--- config.mk ---
export PLATFORM = sky130hd
export DESIGN_NAME = dmem_arbiter
export DESIGN_NICKNAME = d
export VERILOG_FILES = /design/src/rtl/dmem_arbiter_pkg.sv /design/src/rtl/dmem_arbiter_waitcnt.sv /design/src/rtl/simplemux.sv /design/src/rtl/dmem_arbiter.sv
export SDC_FILE = /design/constraint.sdc
export NUM_CORES = 1
export LEC_CHECK = 0
export ABC_CLOCK_PERIOD_IN_PS = 1350
export CORE_AREA = 2 2 116 118
export CTS_CLUSTER_DIAMETER = 40
export CTS_CLUSTER_SIZE = 10
export DETAILED_ROUTE_END_ITERATION = 16
export DIE_AREA = 0 0 118 120
export PLACE_DENSITY = 0.66
export SETUP_SLACK_MARGIN = 0.15
export SYNTH_ARGS = -nofsm -noshare
export SYNTH_HDL_FRONTEND = slang
export SYNTH_SLANG_ARGS = --single-unit
--- constraint.sdc ---
create_clock -name clk -period 1.35 [get_ports clk]
set_input_delay 0.135 -clock clk [delete_from_list [all_inputs] [get_ports clk]]
set_output_delay 0.135 -clock clk [all_outputs]
set_load 0.05 [all_outputs]
--- src/rtl/dmem_arbiter_pkg.sv ---
// Shared definitions for the data-RAM arbiter: FSM state encoding and the
// wait-counter width.
package dmem_arbiter_pkg;

  localparam int ARB_WAITW = 8;

  typedef enum logic [1:0] {
    S_CPU = 2'd0,
    S_DBG = 2'd1,
    S_ACK = 2'd2
  } arb_state_t;

endpackage

--- src/rtl/dmem_arbiter_waitcnt.sv ---
// Saturating counter that tracks how long a debug request has waited
// behind the pipeline. Clear has priority over increment.
module arb_waitcnt
  import dmem_arbiter_pkg::*;
#(
  parameter int MAX_WAIT = 15
) (
  input  logic                 clk,
  input  logic                 nreset,
  input  logic                 clr,
  input  logic                 inc,
  output logic [ARB_WAITW-1:0] cnt,
  output logic                 sat
);

  localparam logic [ARB_WAITW-1:0] MAX_CNT = ARB_WAITW'(MAX_WAIT);

  assign sat = (cnt == MAX_CNT);

  // NOTE: registers are updated with non-blocking assignments so every flop
  // samples the pre-edge values, independent of block evaluation order.
  always_ff @(posedge clk or negedge nreset) begin
    if (!nreset) begin
      cnt <= '0;
    end else if (clr) begin
      cnt <= '0;
    end else if (inc && !sat) begin
      cnt <= cnt + 1'b1;
    end
  end

endmodule

--- src/rtl/simplemux.sv ---
// Generic two-input word multiplexer; sel=1 picks b.
module simplemux #(
  parameter int W = 1
) (
  input  logic [W-1:0] a,
  input  logic [W-1:0] b,
  input  logic         sel,
  output logic [W-1:0] y
);

  assign y = sel ? b : a;

endmodule

--- src/rtl/dmem_arbiter.sv ---
// Shares the single-port data RAM between the ME stage and the debug host.
// Debug gets one-cycle slots via a four-phase req/ack handshake.
module dmem_arbiter
  import dmem_arbiter_pkg::*;
#(
  parameter int FULLW    = 32,
  parameter int ADDRW    = 32,
  parameter int MAX_WAIT = 15
) (
  input  logic             clk,
  input  logic             nreset,
  input  logic             cpu_en,
  input  logic             cpu_we,
  input  logic [ADDRW-1:0] cpu_addr,
  input  logic [FULLW-1:0] cpu_wd,
  output logic [FULLW-1:0] cpu_rdata,
  output logic             cpu_stall,
  input  logic             dbg_req,
  input  logic             dbg_we,
  input  logic [ADDRW-1:0] dbg_addr,
  input  logic [FULLW-1:0] dbg_wd,
  output logic             dbg_ack,
  output logic [FULLW-1:0] dbg_rdata,
  output logic [ADDRW-1:0] ram_addr,
  output logic             ram_we,
  output logic [FULLW-1:0] ram_wd,
  input  logic [FULLW-1:0] ram_rdata
);

  localparam int MUXW = ADDRW + FULLW + 1;

  arb_state_t           state;
  logic [ARB_WAITW-1:0] wait_cnt;
  logic                 wait_sat;
  logic                 dbg_sel;
  logic                 grant;
  logic                 cnt_clr;
  logic [MUXW-1:0]      mux_out;

  assign dbg_sel = (state == S_DBG);

  // An idle ME stage lets debug in at once; a busy one only after the
  // counter saturates, so debug can never starve.
  assign grant   = (state == S_CPU) && dbg_req && (!cpu_en || wait_sat);
  assign cnt_clr = (state != S_CPU) || !dbg_req || grant;

  arb_waitcnt #(
    .MAX_WAIT (MAX_WAIT)
  ) u_waitcnt (
    .clk    (clk),
    .nreset (nreset),
    .clr    (cnt_clr),
    .inc    (!cnt_clr),
    .cnt    (wait_cnt),
    .sat    (wait_sat)
  );

  // Write enable comes through the mux too, so a CPU store cannot reach the
  // RAM during a debug slot; the stall makes the pipeline replay it later.
  simplemux #(
    .W (MUXW)
  ) u_ram_mux (
    .a   ({cpu_addr, cpu_wd, cpu_en & cpu_we}),
    .b   ({dbg_addr, dbg_wd, dbg_we}),
    .sel (dbg_sel),
    .y   (mux_out)
  );

  assign {ram_addr, ram_wd, ram_we} = mux_out;
  assign cpu_rdata = ram_rdata;
  assign cpu_stall = dbg_sel & cpu_en;

  always_ff @(posedge clk or negedge nreset) begin
    if (!nreset) begin
      state     <= S_CPU;
      dbg_ack   <= 1'b0;
      dbg_rdata <= '0;
    end else begin
      case (state)
        S_CPU: begin
          if (grant) state <= S_DBG;
        end
        S_DBG: begin
          if (!dbg_we) dbg_rdata <= ram_rdata;
          dbg_ack <= 1'b1;
          state   <= S_ACK;
        end
        S_ACK: begin
          if (!dbg_req) begin
            dbg_ack <= 1'b0;
            state   <= S_CPU;
          end
        end
        default: state <= S_CPU;
      endcase
    end
  end

endmodule

==> flow_summary.json, run 1 <==
{
  "outcome": "complete, but fails checks",
  "violations": "setup timing",
  "worstPathArrival_ns": 1.55,
  "antenna_found_initial": 0,
  "clk_latency_ns": 0.29,
  "dp_slack_ns": -0.118,
  "clk_pin_slew_worst_paths_ns": 0.06,
  "drt_iter0_markers": 132,
  "numCtsBuffers": 5,
  "die_h_um": 120,
  "port_buffers": 296,
  "start_kind": "flop",
  "core_sq_um": 13000,
  "maxSlewHeadroom": 0.767,
  "cts.sinks": 43,
  "finalWirelength_mm": 16.5,
  "area_delta_synth_final_pct": 228,
  "maxSlewViolCount": 0,
  "dp_hpwl_mm": 11.1,
  "crit_type": "flop to output port",
  "final_cells": 837,
  "syn_inst": 359,
  "drive_gt1_frac": 0.605,
  "initial_core_util": 0.211,
  "drv_cap": 0,
  "ir_drop_mv": 1.20,
  "grt_max_degree": 44,
  "nNetsFinal": 827,
  "place.gp.congestion": 0.848,
  "cts-root-buf": "clkbuf_16",
  "die_x_um": 118,
  "overflow": 0,
  "detail_route.vias_per_cell": 4.50,
  "num_rows": 42,
  "synth_area_sq_um": 2740,
  "tightest_slew_ns": 0.347,
  "cpLargestDelayFamily": "buffers and inverters",
  "skew_ns": 0.00567,
  "crit_chain": "nand2b_4, buf_12, clkbuf_16, nand2_2, nand2_4, buf_12",
  "fmax_ghz": 0.594,
  "cts_tree": "built",
  "finalCriticalPeriod_ns": 1.68,
  "seq_area_frac_synth": 0.392,
  "final_core_util": 0.694,
  "critPathMostFrequentCell": "buf_12",
  "die-area_sq_um": 14200,
  "finalCritPeriodShare": 1.25,
  "grt_usage": 0.208,
  "syn_nets": 526,
  "critPathBufInv": 3,
  "clockBufferDepth": 2,
  "power_density_nw_per_um2": 1230,
  "final.fill_count": 853,
  "routed-via-count": 3764,
  "ys_types": 25,
  "antennaDiodeCount": 0,
  "htree_num_levels": 2,
  "crit_path_top_delay_cell": "dfrtp_1",
  "drc_errors": 0,
  "rsz0062_at_grt": "true",
  "syn_avg_cell_area_sq_um": 7.64,
  "p_leak_nw": 4.05,
  "yosysWarnings": 0,
  "ant_nets": 0,
  "worst_slack_ns": -0.333,
  "io_pins": 297,
  "final_area_sq_um": 9010,
  "hp-class": "input pin to async pin",
  "finalSetupViolations": 106,
  "crit_path_max_incr_delay_ns": 0.42,
  "critPathCaptureType": "output port",
  "critPathMaxFanout": 7,
  "crit_required_ns": 1.22,
  "first_pass_iters": 4,
  "finalPower_mw": 11.1,
  "place_area_sq_um": 7670,
  "grt_pass1_vias": 4027,
  "wl_per_cell_um": 19.7,
  "hold_viol_final": 0,
  "grt_pass1_wl_mm": 22.8,
  "placed_cells": 806,
  "synth-seq-cells": 43
}
-- metrics by stage --
| stage | hold slack (ns) | TNS, ns |
|---|---|---|
| floorplan | -0.161 | -0.149 |
| global route | 0.400 | -32.91 |
| finish | 0.355 | -28.00 |
| CTS | 0.353 | -28.66 |
| global placement | 0.127 | -2.82 |
| detailed placement | 0.127 | -4.48 |
-- report_power, final --
group	switching (mW)	internal (mW)
clock network	0.495	0.788
logic	3.75	3.89
registers	0.453	1.67
-- placed cells by master, fill, tap and decap left out, types with 4 or more instances in the layout --
master	count
nor2_1	4
mux2_4	32
nand2_2	50
dfrtp_1	43
clkdlybuf4s50_1	164
nand2_4	120
buf_12	137
buf_4	15
buf_16	7
clkbuf_16	11
nand2_1	26
buf_8	9
-- synthesized netlist by cell type, drive strengths merged --
| cell | n | share of area |
|---|---|---|
| nand2 | 196 | 0.27 |
| o21ai | 4 | 0.0073 |
| or3 | 3 | 0.0068 |
| dfrtp | 43 | 0.39 |
| clkbuf | 4 | 0.0055 |
| or4 | 1 | 0.0041 |
| nor2b | 1 | 0.0023 |
| ha | 1 | 0.0046 |
| inv | 3 | 0.0041 |
| mux2 | 32 | 0.13 |
| nand4 | 1 | 0.0023 |
| nand3 | 4 | 0.0073 |
| buf | 45 | 0.11 |
| a21oi | 5 | 0.0091 |
| nand2b | 2 | 0.0046 |
| nand3b | 1 | 0.0027 |
| and2 | 2 | 0.0046 |
| xor2 | 1 | 0.0032 |
| nor3b | 1 | 0.0027 |
| xnor2 | 2 | 0.0064 |
| nor2 | 6 | 0.0091 |
| o211ai | 1 | 0.0078 |
-- state kept, by name, indices dropped and copies added (netlist names) --
name           count
state              2
dbg_ack            1
u_waitcnt.cnt      8
dbg_rdata         32
-- cells by family (layout without fill, tap and decap cells) --
kind of cell | after synthesis | count (layout) | synth area share
DFF | 43 | 43 | 0.392
xor gates and xnor gates | 3 | 3 | 0.00958
muxes | 32 | 32 | 0.131
adders and majority gates | 1 | 1 | 0.00456
AOI/OAI and AO/OA | 10 | 10 | 0.0242
buffers and inverters | 52 | 354 | 0.124
and+or+nand+nor | 218 | 218 | 0.315
-- path summary, 6_finish.rpt --
check,start,cells after the start,end,slack [ns]
worst max-delay path,state[1],6,ram_addr[8],-0.33
worst min-delay path,nreset,3,dbg_rdata[4],0.35
worst max register to register,state[1],6,dbg_rdata[6],-0.27
worst min register to register,u_waitcnt.cnt[0],2,u_waitcnt.cnt[0],0.55
max in group asynchronous,nreset,3,dbg_rdata[19],0.78
min in group clk,dbg_req,3,state[1],0.48
-- final cells by class --
type,count,area [sq um],share of cell area
multi-input cells,264,2520,0.280
clock buffers,8,156,0.0174
flip-flops and latches,43,1080,0.119
inverters,3,11.3,0.00125
well taps,176,220,0.0244
repair buffers,343,5020,0.558
-- worst register-to-register path, stage by stage, from the launching register on --
cell and delay (ns):
dfrtp_1 0.42, nand2b_4 0.18, buf_4 0.14, nor2_4 0.12, buf_12 0.14, clkbuf_16 0.17, mux2_4 0.31
-- layer usage --
metal / track usage / wire (um) / vias to the layer above / share of wire
met5: 0 / 0 / - / 0
met4: 0.0550 / 456 / 0 / 0.028
met3: 0.0665 / 1270 / 25 / 0.077
met2: 0.389 / 8660 / 206 / 0.52
met1: 0.225 / 6120 / 1838 / 0.37
li1: - / - / 1695 / -
-- what timing repair did --
action,4_1_cts,5_1_grt
resized for setup,72,152
setup endpoints to repair,107,107
pin swaps,7,63
gates cloned,6,6
endpoints found under the hold margin,43,0
hold buffers,1,0
setup buffers,7,3
Note: power is estimated with default switching activity, not from simulation.
==> run 2, diff against run 1 <==
--- a/config.mk
+++ b/config.mk
@@ -11,6 +11,7 @@
 export CTS_CLUSTER_SIZE = 10
 export DETAILED_ROUTE_END_ITERATION = 16
 export DIE_AREA = 0 0 118 120
+export GPL_TIMING_DRIVEN = 0
 export PLACE_DENSITY = 0.66
 export SETUP_SLACK_MARGIN = 0.15
 export SYNTH_ARGS = -nofsm -noshare
==> run 2 against run 1 <==
  * The run still ends with setup timing left
  * First-iteration DRC count down 33%
  * Combinational power down 23%
  * Worst hold slack lost 0.17 ns
  * Maximum frequency grew 0.26%
  * Sequential cell count stayed put
  * Critical path depth is 1 higher
  * Non-clock buffer count rose by 30
  * Via count shrank 2.4%
  * Utilization is 12 points lower
  * Register-to-register slack got worse by 0.06 ns
  * Worst setup slack gained 0.0043 ns
  * Wire length decreased by 14%
  * Critical path type is now flop to flop
  * Critical endpoint is now dbg_rdata[26]
==> flow_summary.json, run 2 (synthesized netlist as in run 1, its figures left out) <==
{
  "final_area_sq_um": 7450,
  "routed-via-count": 3673,
  "outcome": "complete, but fails checks",
  "seq_area_sq_um": 1080,
  "nNetsFinal": 857,
  "ant_nets": 0,
  "initial_core_util": 0.211,
  "antenna_found_initial": 0,
  "reg2reg_slack_ns": -0.33,
  "clk_pin_slew_worst_paths_ns": 0.06,
  "dp_hpwl_mm": 10.5,
  "hold_viol_final": 0,
  "grt_usage": 0.199,
  "rsz0062_at_grt": "true",
  "place.gp.congestion": 0.886,
  "htree_num_levels": 2,
  "drv_cap": 0,
  "overflow": 0,
  "r2r_cells": 7,
  "port_buffers": 296,
  "clockBufferDepth": 2,
  "finalSetupViolations": 106,
  "hp-class": "input pin to async pin",
  "regMostFlops": "dbg_rdata",
  "setup_tns_ns": -29.62,
  "power_density_nw_per_um2": 1220,
  "critPathMaxFanout": 5,
  "first_pass_iters": 4,
  "dp_slack_ns": -0.856,
  "antennaDiodeCount": 0,
  "drt_iter0_markers": 88,
  "num_rows": 42,
  "core_sq_um": 13000,
  "cts-root-buf": "clkbuf_16",
  "ir_drop_mv": 1.02,
  "die_h_um": 120,
  "grt_pass1_wl_mm": 22.3,
  "final_core_util": 0.574,
  "die_x_um": 118,
  "finalCriticalPeriod_ns": 1.68,
  "violations": "setup timing",
  "whs_ns": 0.187,
  "finalCritPeriodShare": 1.24,
  "final.fill_count": 1118,
  "largest_reg_flops": 32,
  "finalWirelength_mm": 14.2,
  "multiInputGateArea_sq_um": 2150,
  "critPathCaptureType": "flop",
  "maxSlewHeadroom": 0.733,
  "cts.sinks": 43,
  "cts_tree": "built",
  "drive_gt1_frac": 0.530,
  "final_common_cell": "clkdlybuf4s50_1",
  "area_delta_synth_final_pct": 172,
  "die-area_sq_um": 14200,
  "detail_route.vias_per_cell": 4.24,
  "io_pins": 297,
  "numCtsBuffers": 5,
  "crit_required_ns": 1.52,
  "clk_latency_ns": 0.28,
  "start_kind": "flop",
  "maxSlewViolCount": 0,
  "skew_ns": 0.00213,
  "p_leak_nw": 3.51,
  "tightest_slew_ns": 0.399,
  "grt_pass1_vias": 4016,
  "reg_top3": "dbg_rdata: 32 flops, u_waitcnt.cnt: 8 flops, state: 2 flops",
  "fmax_ghz": 0.596,
  "drc_errors": 0,
  "mostFrequentLayoutCells": "clkdlybuf4s50_1 (164), nand2_1 (87), nand2_4 (78), buf_4 (62), buf_8 (49)",
  "crit_type": "flop to flop",
  "place_area_sq_um": 6500,
  "wl_per_cell_um": 16.4,
  "worst_slack_ns": -0.329,
  "worstPathArrival_ns": 1.85,
  "grt_max_degree": 41
}
-- run 2: stage by stage --
step | total power, mW | cells
floorplan | 5.20 | 359
global placement | 7.22 | 831
detailed placement | 7.26 | 832
CTS | 9.11 | 861
global route | 9.47 | 866
finish | 9.12 | 866
-- run 2: where the power goes --
group          switching [mW]  total [mW]  internal, mW
Combinational            3.48        5.87          2.38
Clock                   0.475        1.34         0.863
Sequential              0.241        1.91          1.67
Total                    4.20        9.12          4.92
-- run 2: final cells by class --
cell class,instances,share of cell area
timing repair buffer,324,0.453
multi-input combinational,264,0.289
sequential,43,0.144
buffer,49,0.0618
tap,176,0.0295
clock buffer,6,0.0173
clock inverter,1,0.00403
inverter,3,0.00151
-- run 2: final timing paths --
check                                 start          endpoint
setup / recovery                   state[1]     dbg_rdata[26]
hold / removal                       nreset      dbg_rdata[4]
setup reg to reg                   state[1]     dbg_rdata[26]
hold reg to reg            u_waitcnt.cnt[0]  u_waitcnt.cnt[0]
max in group asynchronous            nreset     dbg_rdata[19]
min in group clk                    dbg_req          state[1]
-- run 2: worst max-delay path: stages, from the launching register on --
cell and delay [ns]:
dfrtp_1 0.41, nand2b_4 0.19, buf_6 0.13, nor2_4 0.15
buf_6 0.16, buf_12 0.11, buf_12 0.11, mux2_4 0.30
-- run 2: timing repair --
item                       4_1_cts  5_1_grt
buffers inserted                15        4
gates resized for setup        858       43
hold buffers                     1        0
cloned                           6        1
setup endpoints to repair      173      113
hold endpoints to repair        43        0
pin swaps                       10       16
-- run 2: routing by layer --
layer,up-vias,wire (um),GRT usage
li1,1759,-,-
met1,1715,5310,0.221
met2,188,7400,0.368
met4,0,205,0.0505
met5,-,0,0
met3,11,1280,0.0604
==> run 3, diff against run 2 <==
--- a/config.mk
+++ b/config.mk
@@ -13,7 +13,7 @@
 export DIE_AREA = 0 0 118 120
 export GPL_TIMING_DRIVEN = 0
 export PLACE_DENSITY = 0.66
-export SETUP_SLACK_MARGIN = 0.15
+export SLEW_MARGIN = 20
 export SYNTH_ARGS = -nofsm -noshare
 export SYNTH_HDL_FRONTEND = slang
 export SYNTH_SLANG_ARGS = --single-unit
==> constraint.sdc (replaced) <==
create_clock -name clk -period 1.35 [get_ports clk]
set_input_delay 0.135 -clock clk [delete_from_list [all_inputs] [get_ports clk]]
set_output_delay 0.135 -clock clk [all_outputs]
set_load 0.02 [all_outputs]
==> run 3 against run 2 <==
  * The flow still finishes with violations (setup timing)
  * Worst setup slack improved by 0.017 ns
  * Clock skew rose by 0.0050 ns
  * Count of clock-buffer cells in the layout decreased by 1
  * Register-to-register slack improved by 0.02 ns
  * Highest routed layer unchanged
==> flow_summary.json, run 3 (synthesized netlist as in run 1, its figures left out) <==
{
  "outcome": "complete, but fails checks",
  "violations": "setup timing",
  "grt_pass1_wl_mm": 21.1,
  "grt_pass1_vias": 3867,
  "critPathMaxFanout": 5,
  "whs_ns": 0.310,
  "clk_pin_slew_worst_paths_ns": 0.06,
  "wl_per_cell_um": 16.2,
  "die_x_um": 118,
  "antenna_found_initial": 0,
  "cts_tree": "built",
  "fmax_ghz": 0.602,
  "detail_route.vias_per_cell": 4.28,
  "cts-root-buf": "clkbuf_16",
  "mostFrequentLayoutCells": "clkdlybuf4s50_1 (164), nand2_1 (128), dlygate4sd2_1 (65), buf_4 (52), nand2_2 (47)",
  "routed-via-count": 3696,
  "worstReg2RegStart": "state[1]",
  "crit_path_top_delay_cell": "dfrtp_2",
  "drc_errors": 0,
  "grt_max_degree": 30,
  "drt_iter0_markers": 141,
  "final_common_cell": "clkdlybuf4s50_1",
  "worst_slack_ns": -0.312,
  "clockBufferDepth": 2,
  "ir_drop_mv": 0.638,
  "numCtsBuffers": 5,
  "antennaDiodeCount": 0,
  "start_kind": "flop",
  "largest_reg_flops": 32,
  "port_buffers": 296,
  "maxSlewViolCount": 0,
  "worstPathArrival_ns": 1.83,
  "crit_chain": "nand2b_4, buf_6, nor2_4, buf_12, buf_12, buf_8, mux2_4",
  "initial_core_util": 0.211,
  "first_pass_iters": 4,
  "finalWirelength_mm": 14.0,
  "final_core_util": 0.541,
  "die-area_sq_um": 14200,
  "dp_hpwl_mm": 10.3,
  "finalCriticalPeriod_ns": 1.66,
  "grt_usage": 0.186,
  "finalCritPeriodShare": 1.23,
  "drive_gt1_frac": 0.376,
  "critPathMostFrequentCell": "buf_12",
  "hp-class": "input pin to async pin",
  "regMostFlops": "dbg_rdata",
  "crit_required_ns": 1.52,
  "tightest_slew_ns": 0.378,
  "htree_num_levels": 2,
  "io_pins": 297,
  "crit_path_max_incr_delay_ns": 0.43,
  "final.fill_count": 1182,
  "skew_ns": 0.00715,
  "core_sq_um": 13000,
  "num_rows": 42,
  "overflow": 0,
  "hold_viol_final": 0,
  "place.gp.congestion": 0.842,
  "cts.sinks": 43,
  "clk_latency_ns": 0.28,
  "crit_type": "flop to flop",
  "rsz0062_at_grt": "true",
  "critPathCaptureType": "flop",
  "area_delta_synth_final_pct": 156,
  "die_h_um": 120,
  "ant_nets": 0,
  "reg_top3": "dbg_rdata: 32 flops, u_waitcnt.cnt: 8 flops, state: 2 flops",
  "nNetsFinal": 854,
  "crit_start": "state[1]",
  "finalSetupViolations": 106,
  "p_leak_nw": 3.44,
  "power_density_nw_per_um2": 1020,
  "maxSlewHeadroom": 0.748,
  "setup_tns_ns": -24.18,
  "drv_cap": 0
}
## run 3: changes by cell type in the layout (fill, tap and decap cells not counted), moves of 2 or more
cell and delta:
dlygate4sd2_1 +65, nand2_4 -57, buf_8 -44, nand2_1 +41, buf_2 -38, buf_6 +31, nand2_2 +16, buf_4 -10
clkdlybuf4s15_2 -7, nor2_1 +2, nor2_2 -2
## run 3: final cells by class
cell class / instances / area, sq um / area share
Timing Repair Buffer: 322 / 3310 / 0.472
Multi-Input combinational cell: 264 / 1760 / 0.251
Sequential cell: 43 / 1080 / 0.153
Buffer: 48 / 468 / 0.0666
Tap cell: 176 / 220 / 0.0314
Clock buffer: 5 / 125 / 0.0178
Clock inverter: 3 / 43.8 / 0.00624
Inverter: 3 / 11.3 / 0.00160
## run 3: path summary, 6_finish.rpt
check	depth (start not counted)	to	slack (ns)
setup / recovery	7	dbg_rdata[27]	-0.31
hold / removal	2	dbg_rdata[24]	0.31
setup reg to reg	7	dbg_rdata[27]	-0.31
hold reg to reg	1	u_waitcnt.cnt[0]	0.50
max in group asynchronous	3	dbg_rdata[1]	0.56
min in group clk	3	state[1]	0.48
## run 3: per-layer routing
layer	share of wire	vias to the layer above	routed length (um)	GRT usage
met4	0.010	0	146	0.0301
li1	-	1755	-	-
met2	0.53	167	7400	0.336
met3	0.070	10	976	0.0532
met1	0.39	1764	5460	0.222
met5	0	-	0	0
## run 3: what timing repair did
action / CTS / global route
endpoints found under the setup margin: 170 / 106
gates cloned: 6 / 2
buffers inserted: 17 / 3
pin swaps: 32 / 31
endpoints found under the hold margin: 14 / 0
resized for setup: 530 / 60
hold buffers: 1 / 0
## run 3: where the power goes
group          internal, mW  switching [mW]  total [mW]
registers              1.67           0.203        1.87
clock network         0.872           0.504        1.38
logic                  2.07            1.85        3.92
## run 3: stage by stage
stage / setup slack, ns / cells / area, sq um / total power [mW]
after global routing: -0.377 / 864 / 7020 / 7.53
after floorplan: -0.0170 / 359 / 2770 / 3.36
after detailed placement: -0.938 / 832 / 5970 / 5.41
after global placement: -0.983 / 831 / 5950 / 5.37
final: -0.312 / 864 / 7020 / 7.17
after CTS: -0.321 / 864 / 6880 / 7.17
## run 3: worst max-delay path: cells and delay by family, from the launching register on
family        cells  cell delay [ns]
buf+inv           4             0.50
flops             1             0.43
mux               1             0.30
simple gates      2             0.32
